**src/rtl/fetch_pc_ctrl.sv**
```systemverilog
// Fetch-stage program-counter sequencer: handshake advance, redirect/flush window, halt/resume.
// Optional performance counters are enabled by defining FETCH_PC_CTRL_PERF_EN.
module fetch_pc_ctrl #(
    parameter logic [31:0] RESET_PC     = 32'h0000_0000,
    parameter int unsigned FLUSH_CYCLES = 1
) (
    input  logic        clk,
    input  logic        reset,
    input  logic        fetch_ready,
    output logic [31:0] pc_out,
    output logic        pc_valid,
    input  logic        redirect_valid,
    input  logic [31:0] redirect_pc,
    output logic        flush_out,
    input  logic        halt_req,
    input  logic        resume,
    output logic [1:0]  state_out
`ifdef FETCH_PC_CTRL_PERF_EN
    ,
    output logic [31:0] perf_stall_cnt,
    output logic [31:0] perf_redirect_cnt
`endif
);

    typedef enum logic [1:0] {
        S_IDLE  = 2'd0,
        S_RUN   = 2'd1,
        S_FLUSH = 2'd2,
        S_HALT  = 2'd3
    } state_t;

    localparam logic [3:0] CNT_RELOAD = 4'(FLUSH_CYCLES - 1);

    state_t      state_q;
    logic [31:0] pc_q;
    logic        pc_valid_q;
    logic        flush_q;
    logic [3:0]  cnt_q;

    logic        accept;
    logic        redirect_take;

    assign accept        = pc_valid_q & fetch_ready;
    // Redirects are ignored only in the single post-reset IDLE cycle.
    assign redirect_take = redirect_valid & (state_q != S_IDLE);

    always_ff @(posedge clk or posedge reset) begin
        if (reset) begin
            state_q    <= S_IDLE;
            pc_q       <= RESET_PC;
            pc_valid_q <= 1'b0;
            flush_q    <= 1'b0;
            cnt_q      <= 4'd0;
        end else begin
            flush_q <= 1'b0;
            if (redirect_take) begin
                state_q    <= S_FLUSH;
                pc_q       <= {redirect_pc[31:2], 2'b00};
                pc_valid_q <= 1'b0;
                flush_q    <= 1'b1;
                cnt_q      <= CNT_RELOAD;
            end else begin
                case (state_q)
                    S_IDLE: begin
                        if (halt_req) begin
                            state_q    <= S_HALT;
                            pc_valid_q <= 1'b0;
                        end else begin
                            state_q    <= S_RUN;
                            pc_valid_q <= 1'b1;
                        end
                    end
                    S_RUN: begin
                        // An accepted PC is consumed even when halting in the same cycle.
                        if (accept) begin
                            pc_q <= pc_q + 32'd4;
                        end
                        if (halt_req) begin
                            state_q    <= S_HALT;
                            pc_valid_q <= 1'b0;
                        end else begin
                            pc_valid_q <= 1'b1;
                        end
                    end
                    S_FLUSH: begin
                        if (cnt_q == 4'd0) begin
                            if (halt_req) begin
                                state_q    <= S_HALT;
                                pc_valid_q <= 1'b0;
                            end else begin
                                state_q    <= S_RUN;
                                pc_valid_q <= 1'b1;
                            end
                        end else begin
                            cnt_q <= cnt_q - 4'd1;
                        end
                    end
                    S_HALT: begin
                        if (!halt_req && resume) begin
                            state_q    <= S_RUN;
                            pc_valid_q <= 1'b1;
                        end
                    end
                    default: begin
                        state_q    <= S_IDLE;
                        pc_valid_q <= 1'b0;
                    end
                endcase
            end
        end
    end

    assign pc_out    = pc_q;
    assign pc_valid  = pc_valid_q;
    assign flush_out = flush_q;
    assign state_out = state_q;

`ifdef FETCH_PC_CTRL_PERF_EN
    logic [31:0] stall_cnt_q;
    logic [31:0] redirect_cnt_q;

    // Both counters saturate rather than wrap.
    always_ff @(posedge clk or posedge reset) begin
        if (reset) begin
            stall_cnt_q    <= 32'd0;
            redirect_cnt_q <= 32'd0;
        end else begin
            if (pc_valid_q && !fetch_ready && (stall_cnt_q != 32'hFFFF_FFFF)) begin
                stall_cnt_q <= stall_cnt_q + 32'd1;
            end
            if (redirect_take && (redirect_cnt_q != 32'hFFFF_FFFF)) begin
                redirect_cnt_q <= redirect_cnt_q + 32'd1;
            end
        end
    end

    assign perf_stall_cnt    = stall_cnt_q;
    assign perf_redirect_cnt = redirect_cnt_q;
`endif

endmodule
```
**config.mk**
```make
export PLATFORM = sky130hd
export DESIGN_NAME = fetch_pc_ctrl
export DESIGN_NICKNAME = d
export VERILOG_FILES = /design/src/rtl/fetch_pc_ctrl.sv
export SDC_FILE = /design/constraint.sdc
export NUM_CORES = 1
export LEC_CHECK = 0
export ABC_AREA = 0
export CAP_MARGIN = 30
export CORE_ASPECT_RATIO = 1.5
export CORE_MARGIN = 1
export CORE_UTILIZATION = 42
export DETAILED_ROUTE_END_ITERATION = 12
export GPL_TIMING_DRIVEN = 0
export PLACE_DENSITY = 0.72
export SETUP_SLACK_MARGIN = 0.1
export SLEW_MARGIN = 20
export SYNTH_ARGS = -nofsm -noshare
export SYNTH_HDL_FRONTEND = slang
export SYNTH_SLANG_ARGS = --single-unit
```
**constraint.sdc**
```tcl
create_clock -name clk -period 2.6 [get_ports clk]
set_input_delay 0.78 -clock clk [delete_from_list [all_inputs] [get_ports clk]]
set_output_delay 0.78 -clock clk [all_outputs]
set_load 0.02 [all_outputs]
```
---- Word-level counts from Yosys, hierarchy flattened ----
Index checks and enable logic that the tools add are counted.
Widths: inputs -> output; s select.
cells by class
  equal/unequal tests ..................... 7
  shifts and indexed selects .............. 0
  $lt $le $gt $ge ......................... 0
  bitwise gates (word level) .............. 2
  divide/modulo/power cells ............... 0
  multiplexer cells ....................... 18
  $add $sub $neg .......................... 2
  reduce and logical (&&, ||, !) cells .... 13
  multipliers ............................. 0
operators with widths
  cell                   number
  $mux 32                3
  $add 32x3->32 const B  1
  $mux 4                 3
  $mux 2                 5
  $ne 3x3->1 const B     3
  $pmux 2 s4             1
  $reduce_bool 2->1      4
  $reduce_and 2->1       3
  $mux 1                 5
  $eq 2x2->1 const B     2
  $logic_not 4->1        1
  $sub 4x1->4 const B    1
  $pmux 1 s3             1
  $reduce_and 3->1       1
  $and 1x1->1            2
  $eq 2x1->1 const B     1
  $logic_not 2->1        1
  $ne 2x2->1 const B     1
  $reduce_or 2->1        1
  $logic_and 1x1->1      1
  $logic_not 1->1        1
word-level totals
  word-level logic and storage cells ...... 47
  bits in registers ....................... 40
  bits in writable memories ............... 0
  output and inout port bits .............. 36
  bits in latches ......................... 0
  input bits .............................. 38
  bits in read-only memories .............. 0
  memories ................................ 0

---- Depth between registers and ports, before layout ----
  word-level depth ........................ 5
  depth in mapped cells ................... 7
  gate-level depth less buffers ........... 6

---- Least setup slack after synthesis ----
OpenSTA, ideal clock, no wires.
  kind .................................... flip-flop to flip-flop
  start point ............................. register pc_q[6] (netlist: pc_out[6])
  end point ............................... register pc_q[24] (netlist: pc_out[24])
  clock period less this slack ............ 2.145 ns
  stages on the path, launching flop included .. 7
  arrival ................................. 2.041 ns
  setup slack ............................. 0.455 ns
  library setup time ...................... 0.104 ns
  path buffers ............................ 2
  data required time ...................... 2.496 ns
  cell sequence ........................... dfrtp_1 buf_2 nand4_4 or4_1 clkbuf_2 or3_4 o311ai_1
between the ends
  word-level cells in the longest chain between the ends .. 4
RTL lines
  element                 RTL line  text
  from (decl)             35        logic [31:0] pc_q;
  from (signal assigned)  58        pc_q <= {redirect_pc[31:2], 2'b00};
  from (signal assigned)  76        pc_q <= pc_q + 32'd4;
  $add 32x3->32           76
  $mux 32                 75        if (accept) begin
  $mux 32                 63        case (state_q)
  $mux 32                 56        if (redirect_take) begin
No other way between the ends. The select of a mux whose other input is x is not followed.
A chain may end at the register's enable or synchronous reset.

---- Worst setup path in the final report ----
  start point ............................. input port redirect_valid
  end point ............................... register pc_q[14] (netlist: pc_out[14])
between the ends
  word-level cells in the longest chain between the ends .. 3
  elaborated cells between the ends (all ways) .. 5
  classes of those cells .................. 1 x mux; 1 x bitwise; 3 x reduce/logical
RTL lines
  element                             RTL line  text
  from (decl)                         12        input logic redirect_valid,
  $and 1x1->1 (*)                     45        assign redirect_take = redirect_valid & (state_q != S_IDLE);
  $reduce_bool 2->1 (no source line)  n/a
  $reduce_and 2->1 (no source line)   n/a
Every way passes the cells marked *; elsewhere a longest branch is shown, timed or not.

==> results.yml <==
floorplan:
  die_area_um2: 6340
  die_height_um: 97.1
  start_util: 0.437
  num_rows: 34
  coreArea_um2: 5790
  io_pins: 74
  die_w_um: 65.4
power_and_ir_drop:
  peakVddDrop_mv: 0.608
  leakagePower_nw: 1.33
  finalPower_mw: 3.47
  power_density_nw_per_um2: 1010
sta:
  worstMarginPinSlew_ns: 0.592
  fin_tns_setup_ns: 0
  fmax_mhz: 421
  fin_crit_sh: 0.913
  finalMaxSlewViolations: 0
  finalHoldViolations: 0
  fin_crit_ns: 2.38
  slew_headroom: 0.602
  setup_viol: 0
  rsz0062_at_grt: "no"
  clock_skew_ns: 0.00750
  finalWorstSetupSlack_ns: 0.225
synth:
  seq_area_frac_synth: 0.376
  ys_top_cells_by_area: "dfrtp_1 38%, a21oi_1 4.5%, nand2_1 3.9%"
  yosysTopAreaCellShare: 0.376
  syn_area_um2: 2530
  ys_types: 58
  ys_ff_latch: 38
  synth-warning-count: 0
  yosys.area.top_type: "dfrtp_1"
  synth_edf_count: 0
  synth-main-ff-cell: "dfrtp_1"
  synth.avg_cell_area_um2: 8.43
  synthesis.instances: 300
  synthArstFlopShare: 1.00
drt:
  route.detailed.drc: 0
  drt-pass1-iter-count: 5
  num_vias: 2817
  ant_nets: 0
  viasPerCell: 6.23
  drt_iter0_markers: 202
  post_drt_wl_per_cell_um: 18.0
  drt-total-wl_um: 8150
finish:
  drive_above_1_share: 0.0895
  final_area_um2: 3450
  regArea_um2: 951
  final_cells: 452
  num_antenna_cells: 0
  nets: 420
  fillers: 544
  multiInputGateArea_um2: 1440
  syn_to_final_growth_pct: 36.4
placement:
  hpwl_um: 5940
  numPortBuffers: 69
  place_ws_ns: -0.411
  place_area_um2: 3350
  place_congestion: 0.912
  dp_cells: 444
worst_setup_path:
  endpoint_kind: "register"
  worst_r2r_startpoint: "pc_out[2]"
  crit_arrival_ns: 2.57
  crit_path_max_fanout: 10
  crit_start: "redirect_valid"
  required_ns: 2.80
  path_class: "primary input to register"
  startpoint_type: "primary input"
cts:
  hold_buffers: 0
  clkLatencyLatePin_ns: 0.29
  cts_max_level: 2
  clk_pin_slew_ns: 0.08
  numClockSinks: 38
  numCtsBuffers: 5
  ctsLongestPathBuffers: 2
  cts_tree: "yes"
  cts-root-buf: "clkbuf_8"
flow_run:
  maxCapViolCount: 0
grt:
  grt_usage: 0.268
  grt_pass1_vias: 2726
  grt_pass1_wl_um: 13200
  antenna_found_initial: 0
  globalRouteOverflowTotal: 0
  grt_max_degree: 33
worst_hold_path:
  hp-class: "register to register"
  min_from: "cnt_q[2]"
outcome:
  outcome: "completed"
-- placed cells by master, fill, tap and decap left out, types with 2 or more instances in the layout --
cell,count
clkdlybuf4s50_1,69
dfrtp_1,38
nand2_1,26
a21oi_1,23
o21ai_0,19
nand3_1,15
nand4_1,14
clkbuf_1,13
nor2_1,13
inv_1,11
a22oi_1,8
o211ai_1,8
nor4_1,7
o22ai_1,7
or4_1,7
clkbuf_2,6
o311ai_0,6
clkbuf_8,6
and4_1,4
nor3_1,4
a31o_2,4
a311oi_1,4
buf_2,3
nand2b_1,3
and3_1,3
and2_1,3
o31ai_1,3
o22a_1,3
a31oi_1,3
a32oi_1,3
ha_1,3
or2_2,2
clkinv_2,2
nor2b_1,2
o221ai_1,2
o311ai_1,2
mux2i_1,2
a2bb2oi_1,2
buf_4,2
conb_1,2
-- Yosys cell counts, types with 3 or more instances --
cell / n
nand3_1: 15
nor4_1: 7
and4_1: 4
a22oi_1: 8
a31oi_1: 3
or4_1: 7
clkbuf_1: 18
ha_1: 3
o22ai_1: 7
nor3_1: 4
o211ai_1: 8
and2_1: 3
nand2_1: 26
a32oi_1: 3
dfrtp_1: 38
nand2b_1: 3
inv_1: 12
a311oi_1: 4
o21ai_0: 19
nor2_1: 13
o311ai_0: 6
nand4_1: 14
o22a_1: 3
a31o_2: 4
o31ai_1: 3
a21oi_1: 23
and3_1: 3
-- layout make-up --
type                            count  area share
Clock inverter                      1     0.00145
Tap cell                           72      0.0261
Timing Repair Buffer               71       0.209
Clock buffer                        7      0.0250
Inverter                           13      0.0145
Multi-Input combinational cell    226       0.416
Sequential cell                    38       0.276
Buffer                             24      0.0316
-- through the flow --
step                      hold slack [ns]   util
after floorplan                     0.515      -
after global placement              0.536  0.573
after detailed placement            0.550  0.578
after CTS                           0.569  0.595
after global routing                0.604  0.596
final                               0.564  0.596
-- routing by layer --
| metal | GRT usage | vias to the layer above | share of wire |
|---|---|---|---|
| li1 | - | 1328 | - |
| met1 | 0.328 | 1345 | 0.40 |
| met2 | 0.435 | 111 | 0.49 |
| met3 | 0.0458 | 33 | 0.055 |
| met4 | 0.154 | 0 | 0.048 |
| met5 | 0 | - | 0 |
-- what timing repair did --
item,in CTS,in global routing
gates resized for setup,4,8
buffers inserted,0,0
setup endpoints to repair,16,15
-- critical path: stages --
cell,delay [ns]
clkdlybuf4s50_1,0.52
clkbuf_2,0.25
o22a_1,0.21
clkbuf_1,0.39
o22ai_1,0.16
a311oi_1,0.26
-- power by group --
| group | switching [mW] | internal, mW |
|---|---|---|
| logic | 1.03 | 0.828 |
| registers | 0.370 | 0.817 |
| clock network | 0.216 | 0.214 |
| total | 1.61 | 1.86 |
-- cells by family (layout without fill, tap and decap cells) --
kind of cell / Yosys count / after routing / synth area share
adder cells (fa/ha/maj): 3 / 3 / 0.0148
AO/OA/AOI/OAI: 107 / 107 / 0.288
other: 1 / 2 / 0.00148
flip-flops: 38 / 38 / 0.376
multiplexers: 3 / 3 / 0.0124
AND/OR/NAND/NOR: 111 / 111 / 0.248
buffers and inverters: 37 / 116 / 0.0593
-- final timing paths --
path / end / slack (ns) / cells past startpoint
hold / removal: cnt_q[2] / 0.56 / 2
max in group asynchronous: pc_out[24] / 1.48 / 3
min in group asynchronous: flush_out / 0.69 / 2
setup reg to reg: pc_out[28] / 0.30 / 6
setup / recovery: pc_out[14] / 0.22 / 6
hold reg to reg: cnt_q[2] / 0.56 / 2
-- registers in the layout, indices dropped and copies added (netlist names) --
name	cells
flush_out	1
pc_valid	1
state_out	2
cnt_q	4
pc_out	30
No activity file was read; power rests on OpenSTA's default activity.
